## config.mk

```make
export PLATFORM = sky130hd
export DESIGN_NAME = piso_serializer
export DESIGN_NICKNAME = d
export VERILOG_FILES = /design/src/rtl/piso_serializer.sv
export SDC_FILE = /design/constraint.sdc
export NUM_CORES = 1
export LEC_CHECK = 0
export CAP_MARGIN = 20
export CORE_MARGIN = 10
export CORE_UTILIZATION = 39
export CTS_BUF_LIST = sky130_fd_sc_hd__clkbuf_4 sky130_fd_sc_hd__clkbuf_8
export DETAILED_ROUTE_END_ITERATION = 8
export GPL_TIMING_DRIVEN = 0
export PLACE_DENSITY = 0.72
export SYNTH_ARGS = -nofsm -noshare
export SYNTH_HDL_FRONTEND = slang
export SYNTH_SLANG_ARGS = --single-unit
```

## constraint.sdc

```tcl
create_clock -name clk -period 1.47 [get_ports clk]
set_clock_uncertainty 0.05 [all_clocks]
set_input_delay 0.294 -clock clk [delete_from_list [all_inputs] [get_ports clk]]
set_output_delay 0.294 -clock clk [all_outputs]
set_load 0.05 [all_outputs]
```

## src/rtl/piso_serializer.sv

```systemverilog
// Parallel-in / serial-out word serializer with a valid/ready load port.
// Frames carry first/last markers and chain back-to-back without gaps.
module piso_serializer #(
    parameter int WIDTH     = 4,
    parameter bit MSB_FIRST = 1'b0
) (
    input  logic             clk,
    input  logic             clear,
    input  logic [WIDTH-1:0] p_in,
    input  logic             load_valid,
    output logic             load_ready,
    input  logic             shift_en,
    output logic             s_out,
    output logic             s_valid,
    output logic             s_first,
    output logic             s_last
);

    localparam int CW = $clog2(WIDTH);
    localparam logic [CW-1:0] LAST = CW'(WIDTH - 1);

    typedef enum logic {
        IDLE  = 1'b0,
        SHIFT = 1'b1
    } state_t;

    state_t           state_q, state_d;
    logic [WIDTH-1:0] sreg_q, sreg_d;
    logic [CW-1:0]    cnt_q, cnt_d;
    logic             s_out_q, s_out_d;
    logic             s_valid_q, s_valid_d;
    logic             s_first_q, s_first_d;
    logic             s_last_q, s_last_d;

    logic             at_last;
    logic             hs;
    logic [WIDTH-1:0] sreg_sh;
    logic [CW-1:0]    cnt_inc;

    // Bit that sits at the send end of a word
    function automatic logic head_bit(input logic [WIDTH-1:0] w);
        return MSB_FIRST ? w[WIDTH-1] : w[0];
    endfunction

    // Handshake decode: ready in IDLE, or on an enabled last-bit cycle
    always_comb begin
        at_last    = (state_q == SHIFT) && (cnt_q == LAST);
        load_ready = !clear && ((state_q == IDLE) || (at_last && shift_en));
        hs         = load_valid && load_ready;
        sreg_sh    = MSB_FIRST ? (sreg_q << 1) : (sreg_q >> 1);
        cnt_inc    = cnt_q + 1'b1;
    end

    // Next-state and next-output computation; default is hold
    always_comb begin
        state_d   = state_q;
        sreg_d    = sreg_q;
        cnt_d     = cnt_q;
        s_out_d   = s_out_q;
        s_valid_d = s_valid_q;
        s_first_d = s_first_q;
        s_last_d  = s_last_q;
        if (hs) begin
            state_d   = SHIFT;
            sreg_d    = p_in;
            cnt_d     = '0;
            s_out_d   = head_bit(p_in);
            s_valid_d = 1'b1;
            s_first_d = 1'b1;
            s_last_d  = 1'b0;
        end else if ((state_q == SHIFT) && shift_en) begin
            if (at_last) begin
                state_d   = IDLE;
                sreg_d    = '0;
                cnt_d     = '0;
                s_out_d   = 1'b0;
                s_valid_d = 1'b0;
                s_first_d = 1'b0;
                s_last_d  = 1'b0;
            end else begin
                sreg_d    = sreg_sh;
                cnt_d     = cnt_inc;
                s_out_d   = head_bit(sreg_sh);
                s_valid_d = 1'b1;
                s_first_d = 1'b0;
                s_last_d  = (cnt_inc == LAST);
            end
        end
    end

    // State and registered outputs; clear drops any partial word
    always_ff @(posedge clk) begin
        if (clear) begin
            state_q   <= IDLE;
            sreg_q    <= '0;
            cnt_q     <= '0;
            s_out_q   <= 1'b0;
            s_valid_q <= 1'b0;
            s_first_q <= 1'b0;
            s_last_q  <= 1'b0;
        end else begin
            state_q   <= state_d;
            sreg_q    <= sreg_d;
            cnt_q     <= cnt_d;
            s_out_q   <= s_out_d;
            s_valid_q <= s_valid_d;
            s_first_q <= s_first_d;
            s_last_q  <= s_last_d;
        end
    end

    assign s_out   = s_out_q;
    assign s_valid = s_valid_q;
    assign s_first = s_first_q;
    assign s_last  = s_last_q;

endmodule

```

==> run_results.csv <==
group,metric,value,unit
outcome,status,"finished with violations",
outcome,violations,"setup timing",
setup_path,critPathKind,"register to primary output",
placed_design,pre_cts_ws,-901,ps
die,pin_count,13,
clock_network,cts.sinks,10,
cells_and_area,final_area,741,um2
setup_path,arrival,1130,ps
detailed_routing,ant_nets,0,
detailed_routing,route.detailed.drc,0,
placed_design,place_congestion,0.721,
placed_design,port_buffers,12,
sta,clock.fmax,0.676,GHz
setup_path,cp_cell_sequence,"ha_4 -> a21boi_4 -> nor2_4 -> buf_8",
sta,tightest_slew,489,ps
synth,netlist_instances,54,
clock_network,numCtsBuffers,3,
detailed_routing,viasPerCell,5.07,
die,rows,12,
synth,synth_area_leaders,"dfxtp_1 39%, o211a_1 5.9%, a2111oi_4 5.4%, a21oi_1 4.9%, ha_1 4.9%",
setup_path,cp_slowest_cell,"dfxtp_2",
power_and_ir_drop,ir_drop,0.592,mV
global_routing,grt_overflow,0,
sta,setup_tns,-8.39,ps
placed_design,dpl-instance-area,653,um2
clock_network,cts_hold_buf,0,
cells_and_area,syn_to_final_growth,45.8,%
global_routing,grt_max_degree,11,
die,start_util,43.4,%
sta,final.period_utilization,101,%
sta,rsz0062_at_grt,"yes",
placed_design,placedCellCount,80,
synth,synthXorXnorAreaFrac,0,%
synth,synth_seq_area_share,39.4,%
synth,yosys.area_share.simple,18.7,%
cells_and_area,final_cells,85,
detailed_routing,vias,431,
clock_network,clockBufferDepth,2,
setup_path,worstSetupStartpointType,"register",
sta,setup_ws,-8.39,ps
synth,ys_warn_count,0,
synth,synthAdderAreaFrac,4.93,%
synth,ys_types,26,
setup_path,critPathLaunch,"cnt_q[0]",
setup_path,worstReg2RegStart,"cnt_q[0]",
synth,syn_area_per_cell,9.41,um2
clock_network,clockRootBuffer,"clkbuf_4",
flow_run,drv_cap,0,
sta,relSlewSlack,67.5,%
synth,synth_top_area_share,39.4,%
die,die_h,56.1,um
setup_path,critical_path.max_fanout,4,
sta,slew_viol_final,0,
synth,synth_mux_area_share,3.94,%
global_routing,grt_use_total,6.62,%
global_routing,grt_pass1_vias,380,
sta,finalCriticalPeriod,1480,ps
detailed_routing,wire_per_inst,12.7,um
clock_network,insertion_delay,260,ps
setup_path,slowest_delay,340,ps
power_and_ir_drop,p_leak,0.306,nW
min_path,hold_path.class,"input pin to register",
cells_and_area,final_nets,83,
die,fp.dieW,56.1,um
synth,synthesis.area,508,um2
setup_path,critPathTopFamily,"flip-flops",
cells_and_area,drive_gt1_share,28.2,%
detailed_routing,drtIter0Drc,2,
synth,synth_top_family_by_area,"compound AO/OA/AOI/OAI gates",
cells_and_area,num_antenna_cells,0,
clock_network,path_clk_slew,60,ps
global_routing,antenna_found_initial,0,
placed_design,dp_hpwl,794,um
setup_path,cp_num_buf_inv,1,
synth,ys_seq_elements,10,
die,dieArea,0.00315,mm2
detailed_routing,drtPass1Iterations,4,
clock_network,cts.htree.levels,1,
synth,synth_top_area_cell,"dfxtp_1",
synth,synth.net_count,64,
synth,synth_compound_area_share,27.1,%
setup_path,critical_path_required,1130,ps
detailed_routing,wirelength,1.08,mm
sta,setup_viol,1,
setup_path,end_kind,"primary output",
global_routing,grt_pass1_wl,1.70,mm
die,core,0.00117,mm2
min_path,hp-start,"clear",
sta,hold_viol_final,0,
power_and_ir_drop,power_density,848,mW/mm2
clock_network,cts_tree,"built",
## cells in the mapped netlist (all sizes together)
cell type  number
a32oi           1
nand3           1
buf             1
dfxtp          10
inv             5
nand2b          2
nor2b           2
ha              2
a21oi           5
nor3            1
nor3b           1
a221oi          1
mux2i           2
a21bo           1
a21boi          1
o211a           3
o211ai          2
or3             1
and2            2
a2111oi         1
nor2            5
nand2           2
clkbuf          1
o21ai           1
## layout make-up
cell class              count  area (um2)
plain buffers               2        21.3
clock buffers               3        22.5
fillers                   104         430
inverters                   5        18.8
multi-input cells          37         309
flip-flops and latches     10         206
well taps                  14        17.5
repair buffers             14         145
## layout by cell type (no fill, tap or decap), drive strengths merged
cell | netlist | final
mux2i | 2 | 2
a2111oi | 1 | 1
nor2b | 2 | 2
and2 | 2 | 2
dfxtp | 10 | 10
clkdlybuf4s15 | 0 | 3
or3 | 1 | 1
inv | 5 | 5
nand3 | 1 | 1
a21boi | 1 | 1
clkbuf | 1 | 5
buf | 1 | 4
clkdlybuf4s50 | 0 | 5
dlygate4sd2 | 0 | 2
nand2 | 2 | 2
o211a | 3 | 3
nor2 | 5 | 5
nand2b | 2 | 2
a21oi | 5 | 5
ha | 2 | 2
a32oi | 1 | 1
a221oi | 1 | 1
a21bo | 1 | 1
nor3b | 1 | 1
o211ai | 2 | 2
o21ai | 1 | 1
nor3 | 1 | 1
## final timing paths
path / end / slack (ps) / cells past startpoint
min: cnt_q[1] / 350 / 2
max: load_ready / -8 / 4
max reg2reg: cnt_q[1] / 10 / 5
min reg2reg: s_valid / 410 / 2
## metal layers
| metal | share of wire (%) | GRT usage [%] | wire length [um] |
|---|---|---|---|
| met3 | 7.7 | 5.47 | 83 |
| met5 | 0 | 0 | 0 |
| met4 | 0.74 | 1.02 | 8 |
| met2 | 47 | 9.92 | 511 |
| met1 | 44 | 7.15 | 475 |
## timing repair
action                     4_1_cts  5_1_grt
setup endpoints to repair        6        7
gates resized for setup         23        8
pin swaps                        1        2
setup buffers                    0        2
cloned                           0        0
## where the power goes
group / total [mW] / internal (mW) / leakage (nW) / switching, mW
combinational: 0.154 / 0.0693 / 0.208 / 0.0852
sequential: 0.300 / 0.289 / 0.0840 / 0.0111
clock: 0.173 / 0.0938 / 0.0138 / 0.0796
total: 0.628 / 0.452 / 0.306 / 0.176
## logic make-up (layout without fill, tap and decap cells)
family,after synthesis,after routing
buffers and inverters,7,24
AND/OR/NAND/NOR,17,17
adder cells (fa/ha/maj),2,2
multiplexers,2,2
flip-flops,10,10
AO/OA/AOI/OAI,16,16
## per-stage QoR
step           hold WS, ps  util [%]  total power [mW]
6_report               349      63.2             0.628
5_1_grt                344      63.2             0.668
4_1_cts                342      60.0             0.636
3_5_place_dp           412      55.8             0.456
3_3_place_gp           410      55.8             0.453
2_1_floorplan          308         -             0.402
## worst reg2reg max path: cells and delay by family, from the launching register on
kind                       cells  cell delay (ps)
buffers and inverters          1              130
DFF                            1              340
AOI/OAI and AO/OA              2              470
adders and majority gates      1              180
and+or+nand+nor                1              170
## flip-flops by register name (all words and copies together), names as in the netlist
signal,count
cnt_q,2
sreg_q,4
s_valid,1
state_q,1
s_first,1
s_last,1
Note: power is estimated with default switching activity, not from simulation.
